===== config.mk =====
export PLATFORM = sky130hd
export DESIGN_NAME = icache_assoc_flat
export DESIGN_NICKNAME = d
export VERILOG_FILES = /design/src/rtl/caches_pkg.sv /design/src/rtl/icache_assoc_if.sv /design/src/rtl/icache_victim_sel.sv /design/src/rtl/icache_assoc.sv /design/src/flat_wrapper.sv
export SDC_FILE = /design/constraint.sdc
export NUM_CORES = 2
export LEC_CHECK = 0
export BUFFER_PORTS_ARGS = -buffer_cell sky130_fd_sc_hd__buf_2
export CORE_MARGIN = 4
export CORE_UTILIZATION = 40
export CTS_BUF_LIST = sky130_fd_sc_hd__clkbuf_4
export DETAILED_ROUTE_END_ITERATION = 12
export MAX_ROUTING_LAYER = met4
export PLACE_DENSITY_LB_ADDON = 0.3
export SYNTH_ARGS = -nofsm -noshare
export SYNTH_HDL_FRONTEND = slang
export SYNTH_SLANG_ARGS = --single-unit

===== constraint.sdc =====
create_clock -name CLK -period 5.2 [get_ports CLK]
set_input_delay 0.52 -clock CLK [delete_from_list [all_inputs] [get_ports CLK]]
set_output_delay 0.52 -clock CLK [all_outputs]
set_load 0.02 [all_outputs]

===== src/rtl/caches_pkg.sv =====
// Shared cache types.
// Holds the FSM state enum, the default cache geometry, and the address-field and frame typedefs
// at that default geometry. The address fields are, from LSB up: byte select, word offset, set
// index, tag. The types are fixed at the package defaults. A cache built with other widths
// splits addresses with its own slices.
package caches_pkg;

    localparam int unsigned WAYS_DEF   = 2;
    localparam int unsigned IIDX_W_DEF = 4;
    localparam int unsigned BLK_W_DEF  = 1;
    localparam int unsigned TAG_W_DEF  = 32 - 2 - BLK_W_DEF - IIDX_W_DEF;

    typedef enum logic [1:0] {
        StIdle,
        StFill,
        StFlush
    } icache_state_e;

    typedef struct packed {
        logic [TAG_W_DEF-1:0]  tag;
        logic [IIDX_W_DEF-1:0] idx;
        logic [BLK_W_DEF-1:0]  off;
        logic [1:0]            bsel;
    } icache_addr_t;

    typedef struct packed {
        logic                              valid;
        logic [TAG_W_DEF-1:0]              tag;
        logic [(1 << BLK_W_DEF)*32-1:0]    data;
    } icache_frame_t;

    // Width of a round-robin pointer; a direct-mapped cache still keeps a 1-bit pointer.
    function automatic int unsigned ptr_width(input int unsigned ways);
        return (ways > 1) ? $clog2(ways) : 1;
    endfunction

endpackage


===== src/rtl/icache_assoc_if.sv =====
// Fetch and memory buses of the instruction cache.
// The master modport is the CPU and memory side. It drives the fetch request, the flush
// request, and the memory response. The slave modport is the cache.
//   imemREN/imemaddr   : fetch request and byte address
//   ihit/imemload      : hit this cycle and hit word
//   flush/flush_done   : invalidate-all request and its completion pulse
//   iREN/iaddr         : memory read request and address
//   iwait/iload        : memory busy (data valid when low) and data
interface icache_assoc_if;
    logic        imemREN;
    logic [31:0] imemaddr;
    logic        ihit;
    logic [31:0] imemload;
    logic        flush;
    logic        flush_done;
    logic        iREN;
    logic [31:0] iaddr;
    logic        iwait;
    logic [31:0] iload;

    modport master (
        output imemREN, imemaddr, flush, iwait, iload,
        input  ihit, imemload, flush_done, iREN, iaddr
    );

    modport slave (
        input  imemREN, imemaddr, flush, iwait, iload,
        output ihit, imemload, flush_done, iREN, iaddr
    );
endinterface


===== src/rtl/icache_victim_sel.sv =====
// Replacement way selection for one set.
// The lowest-numbered invalid way is chosen if there is one. Otherwise the round-robin
// pointer names the victim.
//   valid_i : valid bits of the set's ways
//   ptr_i   : round-robin pointer of the set
//   way_o   : way to fill
module icache_victim_sel #(
    parameter int unsigned WAYS  = 2,
    parameter int unsigned PTR_W = 1
) (
    input  logic [WAYS-1:0]  valid_i,
    input  logic [PTR_W-1:0] ptr_i,
    output logic [PTR_W-1:0] way_o
);

    logic found;

    always_comb begin
        way_o = ptr_i;
        found = 1'b0;
        for (int w = 0; w < int'(WAYS); w++) begin
            if (!found && !valid_i[w]) begin
                way_o = PTR_W'(w);
                found = 1'b1;
            end
        end
    end

endmodule


===== src/rtl/icache_assoc.sv =====
// Set-associative instruction cache with zero-latency hits.
// A miss fetches the whole block one word at a time and installs it in a victim way. A flush
// clears one set per cycle.
//   CLK : clock
//   RST : synchronous active-high reset
//   bus : fetch and memory buses (slave side)
module icache_assoc
    import caches_pkg::*;
#(
    parameter int unsigned WAYS   = WAYS_DEF,
    parameter int unsigned IIDX_W = IIDX_W_DEF,
    parameter int unsigned BLK_W  = BLK_W_DEF
) (
    input logic          CLK,
    input logic          RST,
    icache_assoc_if.slave bus
);

    localparam int unsigned SETS      = 1 << IIDX_W;
    localparam int unsigned WORDS     = 1 << BLK_W;
    localparam int unsigned TAG_W     = 32 - 2 - BLK_W - IIDX_W;
    localparam int unsigned PTR_W     = ptr_width(WAYS);
    localparam int unsigned CNT_W     = (BLK_W > 0) ? BLK_W : 1;
    localparam logic [31:0] BLK_MASK  = 32'(WORDS * 4 - 1);

    logic [WAYS-1:0]  valid_q [SETS];
    logic [TAG_W-1:0] tag_q   [SETS][WAYS];
    logic [31:0]      data_q  [SETS][WAYS][WORDS];
    logic [PTR_W-1:0] ptr_q   [SETS];
    logic [31:0]      fbuf_q  [WORDS];

    icache_state_e     state_q, state_d;
    logic [CNT_W-1:0]  cnt_q, cnt_d;
    logic [31:0]       base_q, base_d;
    logic              pend_q, pend_d;
    logic [IIDX_W-1:0] fidx_q, fidx_d;

    // Request address split
    logic [TAG_W-1:0]  req_tag;
    logic [IIDX_W-1:0] req_idx;
    logic [CNT_W-1:0]  req_off;
    logic              unused_bsel;

    assign req_tag     = bus.imemaddr[31 -: TAG_W];
    assign req_idx     = bus.imemaddr[2+BLK_W +: IIDX_W];
    assign unused_bsel = ^bus.imemaddr[1:0];

    if (BLK_W > 0) begin : g_off
        assign req_off = bus.imemaddr[2 +: CNT_W];
    end else begin : g_no_off
        assign req_off = '0;
    end

    // Lookup
    logic             hit_any;
    logic [PTR_W-1:0] hit_way;

    always_comb begin
        hit_any = 1'b0;
        hit_way = '0;
        for (int w = 0; w < int'(WAYS); w++) begin
            if (valid_q[req_idx][w] && (tag_q[req_idx][w] == req_tag)) begin
                hit_any = 1'b1;
                hit_way = PTR_W'(w);
            end
        end
    end

    // Fill bookkeeping. Set and tag come from the latched base, not the live request.
    logic [IIDX_W-1:0] fill_idx;
    logic [TAG_W-1:0]  fill_tag;
    logic              accept;
    logic              last_word;
    logic [PTR_W-1:0]  victim;
    logic [PTR_W-1:0]  ptr_nxt;

    assign fill_idx  = base_q[2+BLK_W +: IIDX_W];
    assign fill_tag  = base_q[31 -: TAG_W];
    assign accept    = (state_q == StFill) && !bus.iwait;
    assign last_word = accept && (cnt_q == CNT_W'(WORDS - 1));
    assign ptr_nxt   = (ptr_q[fill_idx] == PTR_W'(WAYS - 1)) ? '0 : ptr_q[fill_idx] + 1'b1;

    icache_victim_sel #(
        .WAYS  (WAYS),
        .PTR_W (PTR_W)
    ) u_victim_sel (
        .valid_i (valid_q[fill_idx]),
        .ptr_i   (ptr_q[fill_idx]),
        .way_o   (victim)
    );

    // Outputs are gated by RST so they read zero even before the first reset edge.
    assign bus.ihit       = !RST && (state_q == StIdle) && bus.imemREN && hit_any;
    assign bus.imemload   = bus.ihit ? data_q[req_idx][hit_way][req_off] : '0;
    assign bus.iREN       = !RST && (state_q == StFill);
    assign bus.iaddr      = bus.iREN ? base_q + (32'(cnt_q) << 2) : '0;
    assign bus.flush_done = !RST && (state_q == StFlush) && (fidx_q == IIDX_W'(SETS - 1));

    always_comb begin
        state_d = state_q;
        cnt_d   = cnt_q;
        base_d  = base_q;
        pend_d  = pend_q;
        fidx_d  = fidx_q;
        case (state_q)
            StIdle: begin
                // Flush wins over a simultaneous miss.
                if (bus.flush) begin
                    state_d = StFlush;
                    fidx_d  = '0;
                end else if (bus.imemREN && !hit_any) begin
                    state_d = StFill;
                    base_d  = bus.imemaddr & ~BLK_MASK;
                    cnt_d   = '0;
                end
            end
            StFill: begin
                if (bus.flush) begin
                    pend_d = 1'b1;
                end
                if (accept) begin
                    cnt_d = cnt_q + 1'b1;
                end
                if (last_word) begin
                    if (pend_q || bus.flush) begin
                        state_d = StFlush;
                        pend_d  = 1'b0;
                        fidx_d  = '0;
                    end else begin
                        state_d = StIdle;
                    end
                end
            end
            StFlush: begin
                fidx_d = fidx_q + 1'b1;
                if (fidx_q == IIDX_W'(SETS - 1)) begin
                    state_d = StIdle;
                end
            end
            default: state_d = StIdle;
        endcase
    end

    always_ff @(posedge CLK) begin
        if (RST) begin
            state_q <= StIdle;
            cnt_q   <= '0;
            base_q  <= '0;
            pend_q  <= 1'b0;
            fidx_q  <= '0;
            for (int k = 0; k < int'(WORDS); k++) begin
                fbuf_q[k] <= '0;
            end
            for (int s = 0; s < int'(SETS); s++) begin
                valid_q[s] <= '0;
                ptr_q[s]   <= '0;
                for (int w = 0; w < int'(WAYS); w++) begin
                    tag_q[s][w] <= '0;
                    for (int k = 0; k < int'(WORDS); k++) begin
                        data_q[s][w][k] <= '0;
                    end
                end
            end
        end else begin
            state_q <= state_d;
            cnt_q   <= cnt_d;
            base_q  <= base_d;
            pend_q  <= pend_d;
            fidx_q  <= fidx_d;
            if (accept) begin
                fbuf_q[cnt_q] <= bus.iload;
            end
            // The last word goes straight from the bus into the frame.
            if (last_word) begin
                valid_q[fill_idx][victim] <= 1'b1;
                tag_q[fill_idx][victim]   <= fill_tag;
                ptr_q[fill_idx]           <= ptr_nxt;
                for (int k = 0; k < int'(WORDS); k++) begin
                    data_q[fill_idx][victim][k] <= (k == int'(WORDS) - 1) ? bus.iload : fbuf_q[k];
                end
            end
            if (state_q == StFlush) begin
                valid_q[fidx_q] <= '0;
                ptr_q[fidx_q]   <= '0;
            end
        end
    end

endmodule


===== src/flat_wrapper.sv =====
// flat-port wrapper written by rule: the top's interface ports become plain ports
module icache_assoc_flat import caches_pkg::*;
#(
    parameter int unsigned WAYS   = WAYS_DEF,
    parameter int unsigned IIDX_W = IIDX_W_DEF,
    parameter int unsigned BLK_W  = BLK_W_DEF
)
  (CLK, RST, bus_imemREN, bus_imemaddr, bus_flush, bus_iwait, bus_iload, bus_ihit, bus_imemload, bus_flush_done, bus_iREN, bus_iaddr);
  icache_assoc_if bus_i ();
  input logic CLK;
  input logic RST;
  input wire logic [$bits(bus_i.imemREN)-1:0] bus_imemREN;
  input wire logic [$bits(bus_i.imemaddr)-1:0] bus_imemaddr;
  input wire logic [$bits(bus_i.flush)-1:0] bus_flush;
  input wire logic [$bits(bus_i.iwait)-1:0] bus_iwait;
  input wire logic [$bits(bus_i.iload)-1:0] bus_iload;
  output wire logic [$bits(bus_i.ihit)-1:0] bus_ihit;
  output wire logic [$bits(bus_i.imemload)-1:0] bus_imemload;
  output wire logic [$bits(bus_i.flush_done)-1:0] bus_flush_done;
  output wire logic [$bits(bus_i.iREN)-1:0] bus_iREN;
  output wire logic [$bits(bus_i.iaddr)-1:0] bus_iaddr;
  assign bus_i.imemREN = bus_imemREN;
  assign bus_i.imemaddr = bus_imemaddr;
  assign bus_i.flush = bus_flush;
  assign bus_i.iwait = bus_iwait;
  assign bus_i.iload = bus_iload;
  assign bus_ihit = bus_i.ihit;
  assign bus_imemload = bus_i.imemload;
  assign bus_flush_done = bus_i.flush_done;
  assign bus_iREN = bus_i.iREN;
  assign bus_iaddr = bus_i.iaddr;
  icache_assoc #(.WAYS(WAYS), .IIDX_W(IIDX_W), .BLK_W(BLK_W)) u_core (.CLK(CLK), .RST(RST), .bus(bus_i));
endmodule

==> results.md <==
* Share of cells above drive strength 1 at 28.2%
* Placer Congestion at 0.885
* Num CTS Buffers at 745
* Dominant cell type by area after synthesis: edfxtp_1
* Gate Count Post-Synth at 8594
* WP data required at 4.68 ns
* Crit path max-delay cell type: mux4_2
* Worst-path clk slew at 0.06 ns
* Most used DFF post-synth: edfxtp_1
* Final Power at 50.6 mW
* CTS H-tree depth at 6
* Final period util at 108%
* Skew final at 0.127 ns
* Vias in the first global route at 84771
* Fmax at 178 MHz
* Post-DP Area at 142000 sq um
* Clk_lat worst skew at 1.40 ns
* Initial Util at 40.2%
* Post-Syn Area at 134000 sq um
* Kind of critical path: reg -> out
* Fin area at 153000 sq um
* Worst-case reg-to-reg path depth at 9
* DRC at 0
* Critical path endpoint category: output port
* CP bufs+invs at 5
* Core box area at 334000 sq um
* CP Launch Type: register
* Via count of the routed design at 83120
* HPWL Detailed at 243000 microns
* WP depth at 13
* Routed Antenna Nets at 0
* EDFF count, synth at 2928
* RSZ-0062 raised after global routing: yes
* Final Max Tran Viols at 0
* Max rail drop VDD at 0.224 mV
* Async S/R FF share, synth at 0%
* Die Y at 588 microns
* List of most frequent post-synthesis cells: edfxtp_1 (2928), and2_1 (1150), nor2_1 (1097), mux4_2 (832), clkbuf_1 (753)
* # port buffers at 131
* Die ar. at 345000 sq um
* Worst Tran Pin Value at 1.39 ns
* Min Clock Period, post-route at 5.60 ns
* Layout Nets at 9216
* Area contributors post-synth: edfxtp_1 (65%), mux4_2 (14%), and2_1 (5.4%)
* CTS Buffer Depth at 4
* Crit path max-delay family: simple AND/OR/NAND/NOR gates
* Status: finished with violations
* DRT Pass-1 Iters at 6
* Clock net sink count at 2969
* Area grow syn2layout at 13.9%
* CP arrival at 5.08 ns
* Total Wirelength at 437000 microns
* Total GRT Usage at 25.5%
* Setup crit end: bus_imemload[15]
* Largest net degree at the start of global routing at 161
* Count of standard-cell rows at 212
* Grt ovf at 0
* Synth top area share at 65.4%
* TritonCTS clock tree: yes
* Register area share after synthesis at 66.0%
* Setup tns final at -11.18 ns
* PD cells at 331 nW/um^2
* Reg-to-reg endpoint: u_core.data_q[5][32]$_SDFFCE_PN0P_
* WHS at 0.126 ns
* Max-Cap Viols at 0
* Failing checks: negative setup slack
* WL/cell at 31.1 microns
* Final Hold Vio Count at 0
* Most frequent cell after synthesis: edfxtp_1
* DIE WIDTH at 588 microns
* Hold crit path type: in -> reg
* Post-placement setup slack at -0.319 ns
* Initial DRC Count at 11347
* Initial antenna violation count at 28
* Syn_area_per_cell at 15.6 sq um
* Worst path max stage delay at 0.55 ns
* Cell Chain, Critical Path: mux4_2, mux4_2, xnor2_2, nand4b_1, or4_4, or4_4, buf_12, buf_8, buf_6, a211oi_2, buf_4, a211oi_2, buf_4
* Critical-path maximum fanout at 6
* Final WS setup at -0.405 ns
* Root buf cell: clkbuf_4
* Synth cell types at 73
* Synth Register Bits at 2969
* Reg2Reg Setup Slack at 0.63 ns
* Yosys warns at 0
* Worst setup startpoint: u_core.tag_q[15][10]$_SDFFCE_PN0P_
* Max-slew headroom at 7.47%
* Top-Level Pins at 136
* Leakage power at 57.3 nW
* Drt via density at 5.92
* Number of setup violations in the final report at 32
* First-pass GRT wire length at 618000 microns
## routing by layer
metal	routed length [microns]	global-route usage, %
met1	159000	31.7
met2	212000	40.8
met3	44700	5.06
met4	21800	11.3
met5	0	-
## how the worst min path moves through the flow
stage	from	endpoint	slack [ns]	cells past startpoint
floorplan	u_core.pend_q$_SDFFE_PP0P_	u_core.pend_q$_SDFFE_PP0P_	0.45	2
global placement	u_core.pend_q$_SDFFE_PP0P_	u_core.pend_q$_SDFFE_PP0P_	0.46	2
detailed placement	u_core.pend_q$_SDFFE_PP0P_	u_core.pend_q$_SDFFE_PP0P_	0.47	2
CTS	bus_iload[23]	u_core.fbuf_q[0][23]$_SDFFCE_PN0P_	0.003	3
global route	bus_iload[23]	u_core.fbuf_q[0][23]$_SDFFCE_PN0P_	0.06	3
finish	bus_iload[23]	u_core.fbuf_q[0][23]$_SDFFCE_PN0P_	0.13	3
## layout make-up
class	instances	area [sq um]
diodes	22	55.1
clock buffers	1046	7850
clock inverters	175	1050
fillers	28794	181000
inverters	21	97.6
multi-input cells	4688	42500
flip-flops and latches	2969	88700
well taps	4387	5490
repair buffers	721	7280
## through the flow
step,util (%),std cells
after global placement,42.5,12639
after detailed placement,42.5,12639
after global routing,45.8,14020
after CTS,45.7,14002
after floorplan,-,8595
final,45.8,14029
## tightest hold or removal path: stages
cell,delay [ns]
dlygate4sd3_1,0.52
buf_2,0.20
and2_1,0.14
## power breakdown
group	internal [mW]	switching (mW)
clock network	9.72	9.38
logic	1.56	2.63
registers	27.0	0.329
## cell usage in the layout (no fill, tap or decap), types with 12 or more instances in the layout
cell type,instances
xnor2_1,42
clkinv_1,121
mux2_2,12
clkbuf_4,1046
mux4_2,832
mux2i_1,235
nand2_2,17
clkinv_2,24
diode_2,22
buf_4,340
a211oi_4,28
o21bai_1,46
nor2_4,15
nand4_1,12
nand2b_4,29
buf_12,125
nor2b_1,40
dlygate4sd3_1,135
dfxtp_1,41
buf_6,16
buf_2,95
or2_2,15
a22oi_1,21
edfxtp_1,2928
o21ai_0,14
xor2_1,12
and2_1,1149
clkinvlp_4,13
a211oi_2,35
nand2b_1,69
a22o_1,16
and3_1,743
nor2_1,1081
nand2_1,60
## kinds of logic (layout without fill, tap and decap cells)
logic type               count (synthesis)  in the layout  share of synthesized area (%)
flip-flops                            2969           2969                           66.0
AND/OR/NAND/NOR                       3299           3299                           13.2
XOR/XNOR                                59             59                          0.385
buffers and inverters                  938           1963                           2.93
adder cells (fa/ha/maj)                  1              1                        0.00931
other                                    1             24                        0.00279
AO/OA/AOI/OAI                          238            238                           1.55
multiplexers                          1089           1089                           15.9
## flip-flops by register name, indices dropped and copies added (netlist names), named ones only
name / count
u_core.data_q: 2048
u_core.cnt_q: 1
u_core.ptr_q: 16
u_core.state_q: 2
u_core.fbuf_q: 32
u_core.pend_q: 1
u_core.fidx_q: 4
u_core.base_q: 29
u_core.tag_q: 800
u_core.valid_q: 32
## what timing repair did
item	CTS	global route
cloned	4	3
endpoints found under the hold margin	1132	0
hold buffers	135	0
resized for setup	81	28
setup endpoints to repair	33	33
pin swaps	13	17
buffers inserted	5	4
No activity file was read; power rests on OpenSTA's default activity.
